--- src/rtl/weight_load_controller.sv ---
// Sequences filter weight loading: latches geometry on START, streams W packed
// words per filter into weight_buffer, holds each filter until consumed, then pulses DONE.
module weight_load_controller #(
  parameter int INPUT_WIDTH  = 32,
  parameter int MAX_DIM      = 5,
  parameter int CNT_WIDTH    = 16,
  parameter int FULL_TIMEOUT = 16
) (
  input  logic                   CLK,
  input  logic                   RESETN,
  input  logic                   START,
  input  logic [3:0]             CFG_R,
  input  logic [3:0]             CFG_S,
  input  logic [CNT_WIDTH-1:0]   CFG_NUM_FILTERS,
  input  logic                   S_VALID,
  input  logic [INPUT_WIDTH-1:0] S_DATA,
  output logic                   S_READY,
  output logic                   WB_WR_EN,
  output logic                   WB_WR_VALID,
  output logic [INPUT_WIDTH-1:0] WB_WR_DATA,
  output logic [3:0]             WB_PARAM_R,
  output logic [3:0]             WB_PARAM_S,
  input  logic                   WB_FULL,
  output logic                   WEIGHTS_VALID,
  input  logic                   WEIGHTS_CONSUMED,
  output logic [CNT_WIDTH-1:0]   FILTER_IDX,
  output logic                   BUSY,
  output logic                   DONE,
  output logic                   ERR,
  output logic [2:0]             DBG_STATE
);

  localparam int              TO_W      = $clog2(FULL_TIMEOUT + 1);
  localparam logic [3:0]      MAX_DIM_L = 4'(MAX_DIM);
  localparam logic [TO_W-1:0] TO_LAST   = TO_W'(FULL_TIMEOUT - 1);

  typedef enum logic [2:0] {
    ST_IDLE      = 3'd0,
    ST_LOAD      = 3'd1,
    ST_WAIT_FULL = 3'd2,
    ST_HOLD      = 3'd3,
    ST_FINISH    = 3'd4
  } state_t;

  state_t                r_state;
  state_t                w_next;
  logic [3:0]            r_param_r;
  logic [3:0]            r_param_s;
  logic [3:0]            r_words;
  logic [3:0]            r_word_cnt;
  logic [CNT_WIDTH-1:0]  r_num;
  logic [CNT_WIDTH-1:0]  r_filter_idx;
  logic [TO_W-1:0]       r_to_cnt;
  logic                  r_err;
  logic                  r_wv;

  logic                  w_cfg_ok;
  logic [9:0]            w_prod;
  logic [3:0]            w_words_s5;
  logic [3:0]            w_words;
  logic                  w_start;
  logic                  w_start_ok;
  logic                  w_load;
  logic                  w_s_ready;
  logic                  w_accept;
  logic [3:0]            w_word_cnt_inc;
  logic                  w_last_word;
  logic                  w_timeout;
  logic                  w_consume;
  logic [CNT_WIDTH-1:0]  w_idx_inc;
  logic                  w_last_filter;

  assign w_cfg_ok = (CFG_R != 4'd0) && (CFG_S != 4'd0) && (CFG_R <= MAX_DIM_L) &&
                    (CFG_S <= MAX_DIM_L) && (CFG_R == CFG_S) && (CFG_NUM_FILTERS != '0);

  // Width-5 rows pack 40 bits each into 32-bit words, rounded up.
  assign w_prod     = {6'd0, CFG_R} * 10'd40;
  assign w_words_s5 = 4'((w_prod + 10'd31) >> 5);
  assign w_words    = (CFG_S <= 4'd4) ? CFG_R : w_words_s5;

  assign w_start    = (r_state == ST_IDLE) && START;
  assign w_start_ok = w_start && w_cfg_ok;

  // Upstream handshake: a word transfers on a rising edge where S_VALID and
  // S_READY are both high; the word is written straight through to the buffer.
  assign w_load         = (r_state == ST_LOAD);
  assign w_s_ready      = w_load && (r_word_cnt < r_words);
  assign w_accept       = w_s_ready && S_VALID;
  assign w_word_cnt_inc = r_word_cnt + 4'd1;
  assign w_last_word    = w_accept && (w_word_cnt_inc == r_words);

  assign w_timeout     = (r_state == ST_WAIT_FULL) && !WB_FULL && (r_to_cnt == TO_LAST);
  assign w_consume     = (r_state == ST_HOLD) && WEIGHTS_CONSUMED;
  assign w_idx_inc     = r_filter_idx + CNT_WIDTH'(1);
  assign w_last_filter = (w_idx_inc == r_num);

  always_ff @(posedge CLK) begin
    if (!RESETN) r_state <= ST_IDLE;
    else         r_state <= w_next;
  end

  always_comb begin
    w_next = r_state;
    case (r_state)
      ST_IDLE:      if (w_start_ok) w_next = ST_LOAD;
      ST_LOAD:      if (w_last_word) w_next = ST_WAIT_FULL;
      ST_WAIT_FULL: begin
        if (WB_FULL)        w_next = ST_HOLD;
        else if (w_timeout) w_next = ST_IDLE;
      end
      ST_HOLD:      if (w_consume) w_next = w_last_filter ? ST_FINISH : ST_LOAD;
      ST_FINISH:    w_next = ST_IDLE;
      default:      w_next = ST_IDLE;
    endcase
  end

  always_ff @(posedge CLK) begin
    if (!RESETN) begin
      r_param_r    <= '0;
      r_param_s    <= '0;
      r_words      <= '0;
      r_word_cnt   <= '0;
      r_num        <= '0;
      r_filter_idx <= '0;
      r_to_cnt     <= '0;
      r_err        <= 1'b0;
      r_wv         <= 1'b0;
    end else begin
      // Any START seen in IDLE re-evaluates ERR; only a legal one re-latches the job.
      if (w_start) begin
        r_err <= !w_cfg_ok;
        if (w_cfg_ok) begin
          r_param_r    <= CFG_R;
          r_param_s    <= CFG_S;
          r_words      <= w_words;
          r_num        <= CFG_NUM_FILTERS;
          r_filter_idx <= '0;
          r_word_cnt   <= '0;
          r_to_cnt     <= '0;
        end
      end
      if (w_accept) r_word_cnt <= w_word_cnt_inc;
      if (r_state == ST_WAIT_FULL) begin
        if (WB_FULL) begin
          r_to_cnt <= '0;
        end else if (w_timeout) begin
          r_to_cnt <= '0;
          r_err    <= 1'b1;
        end else begin
          r_to_cnt <= r_to_cnt + TO_W'(1);
        end
      end
      r_wv <= (r_state == ST_HOLD) && !WEIGHTS_CONSUMED;
      if (w_consume) begin
        r_filter_idx <= w_idx_inc;
        r_word_cnt   <= '0;
      end
    end
  end

  assign S_READY       = w_s_ready;
  assign WB_WR_EN      = w_load;
  assign WB_WR_VALID   = w_load && S_VALID;
  assign WB_WR_DATA    = w_load ? S_DATA : '0;
  assign WB_PARAM_R    = r_param_r;
  assign WB_PARAM_S    = r_param_s;
  assign WEIGHTS_VALID = r_wv;
  assign FILTER_IDX    = r_filter_idx;
  assign BUSY          = (r_state != ST_IDLE);
  assign DONE          = (r_state == ST_FINISH);
  assign ERR           = r_err;
  assign DBG_STATE     = r_state;

endmodule

--- config.mk ---
export PLATFORM = sky130hd
export DESIGN_NAME = weight_load_controller
export DESIGN_NICKNAME = d
export VERILOG_FILES = /design/src/rtl/weight_load_controller.sv
export SDC_FILE = /design/constraint.sdc
export NUM_CORES = 1
export LEC_CHECK = 0
export BUFFER_PORTS_ARGS = -buffer_cell sky130_fd_sc_hd__buf_4
export CORE_ASPECT_RATIO = 0.7
export CORE_MARGIN = 2
export CORE_UTILIZATION = 56
export CTS_BUF_LIST = sky130_fd_sc_hd__clkbuf_2
export DETAILED_ROUTE_END_ITERATION = 10
export GPL_ROUTABILITY_DRIVEN = 0
export PLACE_DENSITY = 0.88
export SLEW_MARGIN = 20
export SYNTH_ARGS = -nofsm -noshare
export SYNTH_HDL_FRONTEND = slang
export SYNTH_SLANG_ARGS = --single-unit
--- constraint.sdc ---
create_clock -name CLK -period 4 [get_ports CLK]
set_input_delay 0.4 -clock CLK [delete_from_list [all_inputs] [get_ports CLK]]
set_output_delay 0.4 -clock CLK [all_outputs]
set_load 0.02 [all_outputs]
# [Word level (Yosys, flattened, before mapping)]
# Index checks and enable logic that the tools add are counted.
[op_classes] addsub=4 multipliers=1 order_cmp=4 n_eq_ne=12 muxes=24 bitwise_logic=1 reduce_logical=35
[op_table] op="two-way mux 16 bit" count=3
[op_table] op="two-way mux 32 bit" count=1
[op_table] op="two-way mux 5 bit" count=5
[op_table] op="two-way mux 3 bit" count=6
[op_table] op="adder 16 x 1 -> 16 bit, second input constant" count=1
[op_table] op="equality test 16 bit" count=1
[op_table] op="two-way mux 4 bit" count=4
[op_table] op="nonzero test 16 bit" count=1
[op_table] op="logical AND 1 bit" count=15
[op_table] op="<= comparator 4 x 3 -> 1 bit, second input constant" count=3
[op_table] op="case mux 3 bit (4 select lines)" count=1
[op_table] op="nonzero test 2 bit" count=6
[op_table] op="adder 9 x 5 -> 9 bit, second input constant" count=1
[op_table] op="equality test 4 bit" count=2
[op_table] op="AND reduction 2 bit" count=4
[op_table] op="nonzero test 4 bit" count=2
[op_table] op="equality test 3 x 2 -> 1 bit, second input constant" count=2
[op_table] op="multiplier 4 x 3 -> 6 bit, second input constant" count=1
[op_table] op="adder 5 x 1 -> 5 bit, second input constant" count=1
[op_table] op="equality test 5 x 4 -> 1 bit, second input constant" count=1
[op_table] op="adder 4 x 1 -> 4 bit, second input constant" count=1
[op_table] op="less-than comparator 4 bit" count=1
[op_table] op="two-way mux 1 bit" count=4
[op_table] op="!= test 2 bit, second input constant" count=2
[op_table] op="other kinds (10)" count=12
[totals] register_bits=58 input_bits=62 word_cells=91

# [Depth between registers and ports, before layout]
[logic_depth] depth_word=11 depth_mapped=9 mapped_depth_nobuf=9

# [Worst setup path after synthesis]
# Ideal clock, no wire load.
[synth_timing] path_kind="register -> register" from="register r_filter_idx[0] (netlist: FILTER_IDX[0])" to="register r_state[2] (netlist: DBG_STATE[2])" setup_ns=0.060 arrival_time_ns=2.204 slack_ns=1.735 path_stages_with_launch=10 period_less_slack_ns=2.265 path_cell_list="dfxtp_1 > ha_1 > and3_1 > buf_4 > nand3_2 > nor4_1 > a21oi_1 > a211o_1 > a2111oi_2 > and3_1"
[synth_between] elab_chain_cells=5
[synth_rtl] element="start: declaration" line="52" rtl="logic [CNT_WIDTH-1:0] r_filter_idx;"
[synth_rtl] element="start signal: assignment" line="155" rtl="r_filter_idx <= w_idx_inc;"
[synth_rtl] element="adder 16 x 1 -> 16 bit" line="94" rtl="assign w_idx_inc = r_filter_idx + CNT_WIDTH'(1);"
[synth_rtl] element="equality test 16 bit" line="95" rtl="assign w_last_filter = (w_idx_inc == r_num);"
[synth_rtl] element="two-way mux 3 bit (2 in series)" line="111" rtl="ST_HOLD: if (w_consume) w_next = w_last_filter ? ST_FINISH : ST_LOAD;"
[synth_rtl] element="case mux 3 bit (4 select lines)" line="104" rtl="case (r_state)"
[synth_rtl] element="end signal: assignment" line="99" rtl="else r_state <= w_next;"
[synth_rtl] element="end: declaration" line="45" rtl="state_t r_state;"
# No other way between the ends. The select of a mux whose other input is x is not followed.
# A chain may end at the register's enable or synchronous reset.

# [Worst setup path in the final report]
[layout_timing] from="register r_state[0] (netlist: DBG_STATE[0])" to="output port S_READY"
[layout_between] elab_chain_cells=2
[layout_rtl] element="equality test 3 x 1 -> 1 bit" line="86" rtl="assign w_load = (r_state == ST_LOAD);"
[layout_rtl] element="logical AND 1 bit" line="87" rtl="assign w_s_ready = w_load && (r_word_cnt < r_words);"
[layout_rtl] element="end: declaration" line="17" rtl="output logic S_READY,"
# No other way between the ends.

==> implementation parameters <==
Parameter                              Value

Synthesis
  Count of mapped cells out of synthesis ... approximately 470
  Top-area cell type share of the netlist area ... 0.314
  Post-synthesis instance area ... 3690 um2
  Top cells by area, synth ... sky130_fd_sc_hd__dfxtp_1 31%, sky130_fd_sc_hd__and2_1 6.9%, sky130_fd_sc_hd__nand2_1 6.5%
  Library cell with the largest summed area after synthesis ... sky130_fd_sc_hd__dfxtp_1
  Yosys warnings ... 0
  Synthesized area per cell ... 7.87 um2
  Net count of the mapped netlist ... 542
  Post-synth EDFFs ... 0
  Number of different library cells in the post-synthesis netlist ... 62
  Top flip-flop cell by instance count after synthesis ... sky130_fd_sc_hd__dfxtp_1
  Post-synthesis sequential element count ... 58
  Share of async-settable or async-resettable flops after synthesis ... 0
  Sequential fraction of the synthesis area ... 0.314

Die
  Cell Rows ... 24
  Top-Level Pins ... 128
  Die Wd ... 101 um
  Floorplan die area ... between 7000 and 8000 um2
  Die Span Y ... 71.9 um
  Starting utilization of the core area ... 0.586
  Placeable core region ... 6310 um2

Drt
  Vias after detailed routing ... 3862
  Initial detailed-routing violation count ... 329
  Routed Antenna Nets ... 0
  Drt wl/cell ... ~16 um
  Drt first pass iters ... 5
  Residual DRC count ... 0
  Overall routed net length ... 10500 um
  Post-detailed-route via-to-cell ratio ... 5.81

Cells and area
  NumNets Final ... around 660
  Fraction of final layout cells with drive strength greater than 1 ... 0.274
  Finished Layout Cells ... approximately 670
  Number of antenna diodes ... 0
  Number of fill cells ... 494
  Area of all placed cells without fillers ... 4710 um2
  Area Growth Syn to Fin ... 27.6%
  Final core occ ... 0.747
  Combined area of the multi-input logic cells ... 2370 um2
  Sequential cell area ... 1160 um2

Worst setup path
  WP data arrival ... 2300 ps
  Path depth of the worst reg2reg path ... 7
  Critical Path Slowest Stage Cell ... sky130_fd_sc_hd__nor3_4
  Critical Path Sink ... S_READY
  List of cells traversed by the critical path ... inv_2, nor3_4, nor3b_1, buf_4
  Worst flop-to-flop path startpoint ... DBG_STATE[0]$_SDFFE_PN0P_
  Startpoint type of the worst setup path ... flop
  CP startpoint ... DBG_STATE[0]$_SDFFE_PN0P_
  Number of stages on the worst setup path ... 4
  Number of buffer and inverter instances along the worst setup path ... 2
  Capture instance of the worst register-to-register path ... DBG_STATE[0]$_SDFFE_PN0P_
  Max stage delay on crit path ... ~700 ps
  Family with the most delay on the worst path ... simple AND/OR/NAND/NOR gates
  Critical-path maximum fanout ... 35
  Worst setup EP type ... primary output
  Register-to-register path setup slack ... 1360 ps
  Critical path class ... reg2out
  Endpoint required time on the critical path ... 3600 ps

Worst hold path
  Min-Delay Path Class ... in2reg
  Hold wc startpoint ... WEIGHTS_CONSUMED

Power
  Static power due to leakage ... 2.05 nW
  Maximum ir drop on the vdd rail ... 0.000167 V
  Total power density per cell area ... 213 nW/um2
  Total Power ... 1.00 mW

Clocking
  Number of H-tree branching levels ... 3
  Clk Latency, worst-skew pair ... 510 ps
  Setup Buffers After CTS ... 0
  Hold buffer count at CTS ... 0
  Number of CTS-inserted buffers ... 9
  Number of resized instances in the post-cts repair step ... 0
  Clock tree from TritonCTS ... yes
  Library cell used as clock root buffer ... sky130_fd_sc_hd__clkbuf_2
  Num Clock Sinks ... 58
  Clock slew seen by the registers of the worst setup and hold paths ... about 160 ps
  Bufs on Longest Clock Path ... 2

Placed design
  HPWL reported at the end of detailed placement ... approximately 8000 um
  Buffers on Ports ... 127
  Cells after DPL ... 649
  Setup slack after placement ... 1370 ps
  Area after DPL ... between 4000 and 5000 um2

GRT
  Antenna violations before repair ... 0
  Wire length of the first global-routing pass ... 16500 um
  Global Route Usage Sum ... 0.288
  Via count of the first global-routing pass ... ~3.4k
  Maximum number of pins on one net before global-route repair ... 57
  GR Overflow Total ... 0

STA
  Final number of hold-violating endpoints ... 0
  Final setup vio count ... 0
  Total negative slack ... 0 ps
  Final number of max-transition violations ... 0
  Post-Route Hold Slack ... around 52 ps
  Final critical-path required period ... 2700 ps
  Maximum frequency from static timing analysis ... approximately 370 MHz
  RSZ-0062 raised after global routing ... false
  Smallest setup slack after layout ... 1300 ps
  Clk_skew ... roughly 15 ps
  Max transition margin ... 0.416
  Share of the clock period used by the worst path after layout ... 0.676
  Slew of the pin with the lowest slew margin ... 874 ps

Job
  Max cap viols ... 0

Run status
  Status ... finished, final reports clean
## layout make-up
cell class / instances / area share
sequential: 58 / 0.246
timing repair buffer: 128 / 0.204
multi-input combinational: 373 / 0.502
tap: 78 / 0.0207
clock inverter: 7 / 0.00770
clock buffer: 9 / 0.00956
inverter: 12 / 0.00956
## where the power goes
part,leakage (nW),switching [mW],internal [mW]
Sequential,0.467,0.00236,0.581
Combinational,1.53,0.0517,0.0651
Clock,0.0502,0.230,0.0728
Total,2.05,0.284,0.718
## how the worst min path moves through the flow
| stage | to | slack, ps | cells past startpoint |
|---|---|---|---|
| after global placement | r_to_cnt[4]$_SDFFE_PN0P_ | 430 | 2 |
| after global routing | WEIGHTS_VALID$_SDFF_PN0_ | 40 | 2 |
| after floorplan | r_to_cnt[4]$_SDFFE_PN0P_ | 420 | 2 |
| after CTS | WEIGHTS_VALID$_SDFF_PN0_ | 40 | 2 |
| after detailed placement | r_to_cnt[4]$_SDFFE_PN0P_ | 440 | 2 |
| final | WEIGHTS_VALID$_SDFF_PN0_ | 50 | 2 |
## registers in the layout, summed over array words and instances (netlist names)
name           flops
FILTER_IDX        16
r_num             16
r_to_cnt           5
WB_PARAM_R         4
WB_PARAM_S         4
r_word_cnt         4
r_words            4
DBG_STATE          3
ERR                1
WEIGHTS_VALID      1
## synthesized netlist by cell type (all sizes together), types with 5 or more instances
master  instances
nor3           14
ha             10
o21ai          27
dfxtp          58
nand2          64
xnor2          15
nand3          17
nand4           5
a21boi         25
inv            12
buf            10
nor2           32
xor2           13
clkbuf         16
nor4            9
nor2b          13
and3           10
and2           42
a21oi          25
nor3b           5
o21a            5
## kinds of logic after synthesis
group | Yosys count | synth area share
compound gates | 106 | 0.191
xor+xnor | 28 | 0.0664
fa+ha+maj | 11 | 0.0393
buf+inv | 38 | 0.0447
flops | 58 | 0.314
mux | 5 | 0.0139
simple gates | 223 | 0.330
## cells in the final DEF, fill, tap and decap left out, drive strengths merged, types with 2 or more instances in the layout
cell type,n
nor3b,5
a22oi,4
and2,42
ha,10
o211ai,3
mux2i,4
nand2,64
clkbuf,9
nand4,5
xor2,13
or3,3
buf,128
o21ai,27
clkinv,5
a211o,3
clkinvlp,2
nor2,32
a211oi,2
nor2b,13
a21oi,25
inv,12
a21boi,25
o21a,5
xnor2,15
nand3,17
nor4,9
a31oi,4
and3,10
nor3,14
dfxtp,58
and4,3
## metal layers
metal	GRT usage	share of wire	wire length (um)
met1	0.384	0.43	4490
met2	0.467	0.45	4760
met3	0.0848	0.11	1140
met4	0.0631	0.0088	92
met5	0	0	0
(Power assumes the default switching activity.)
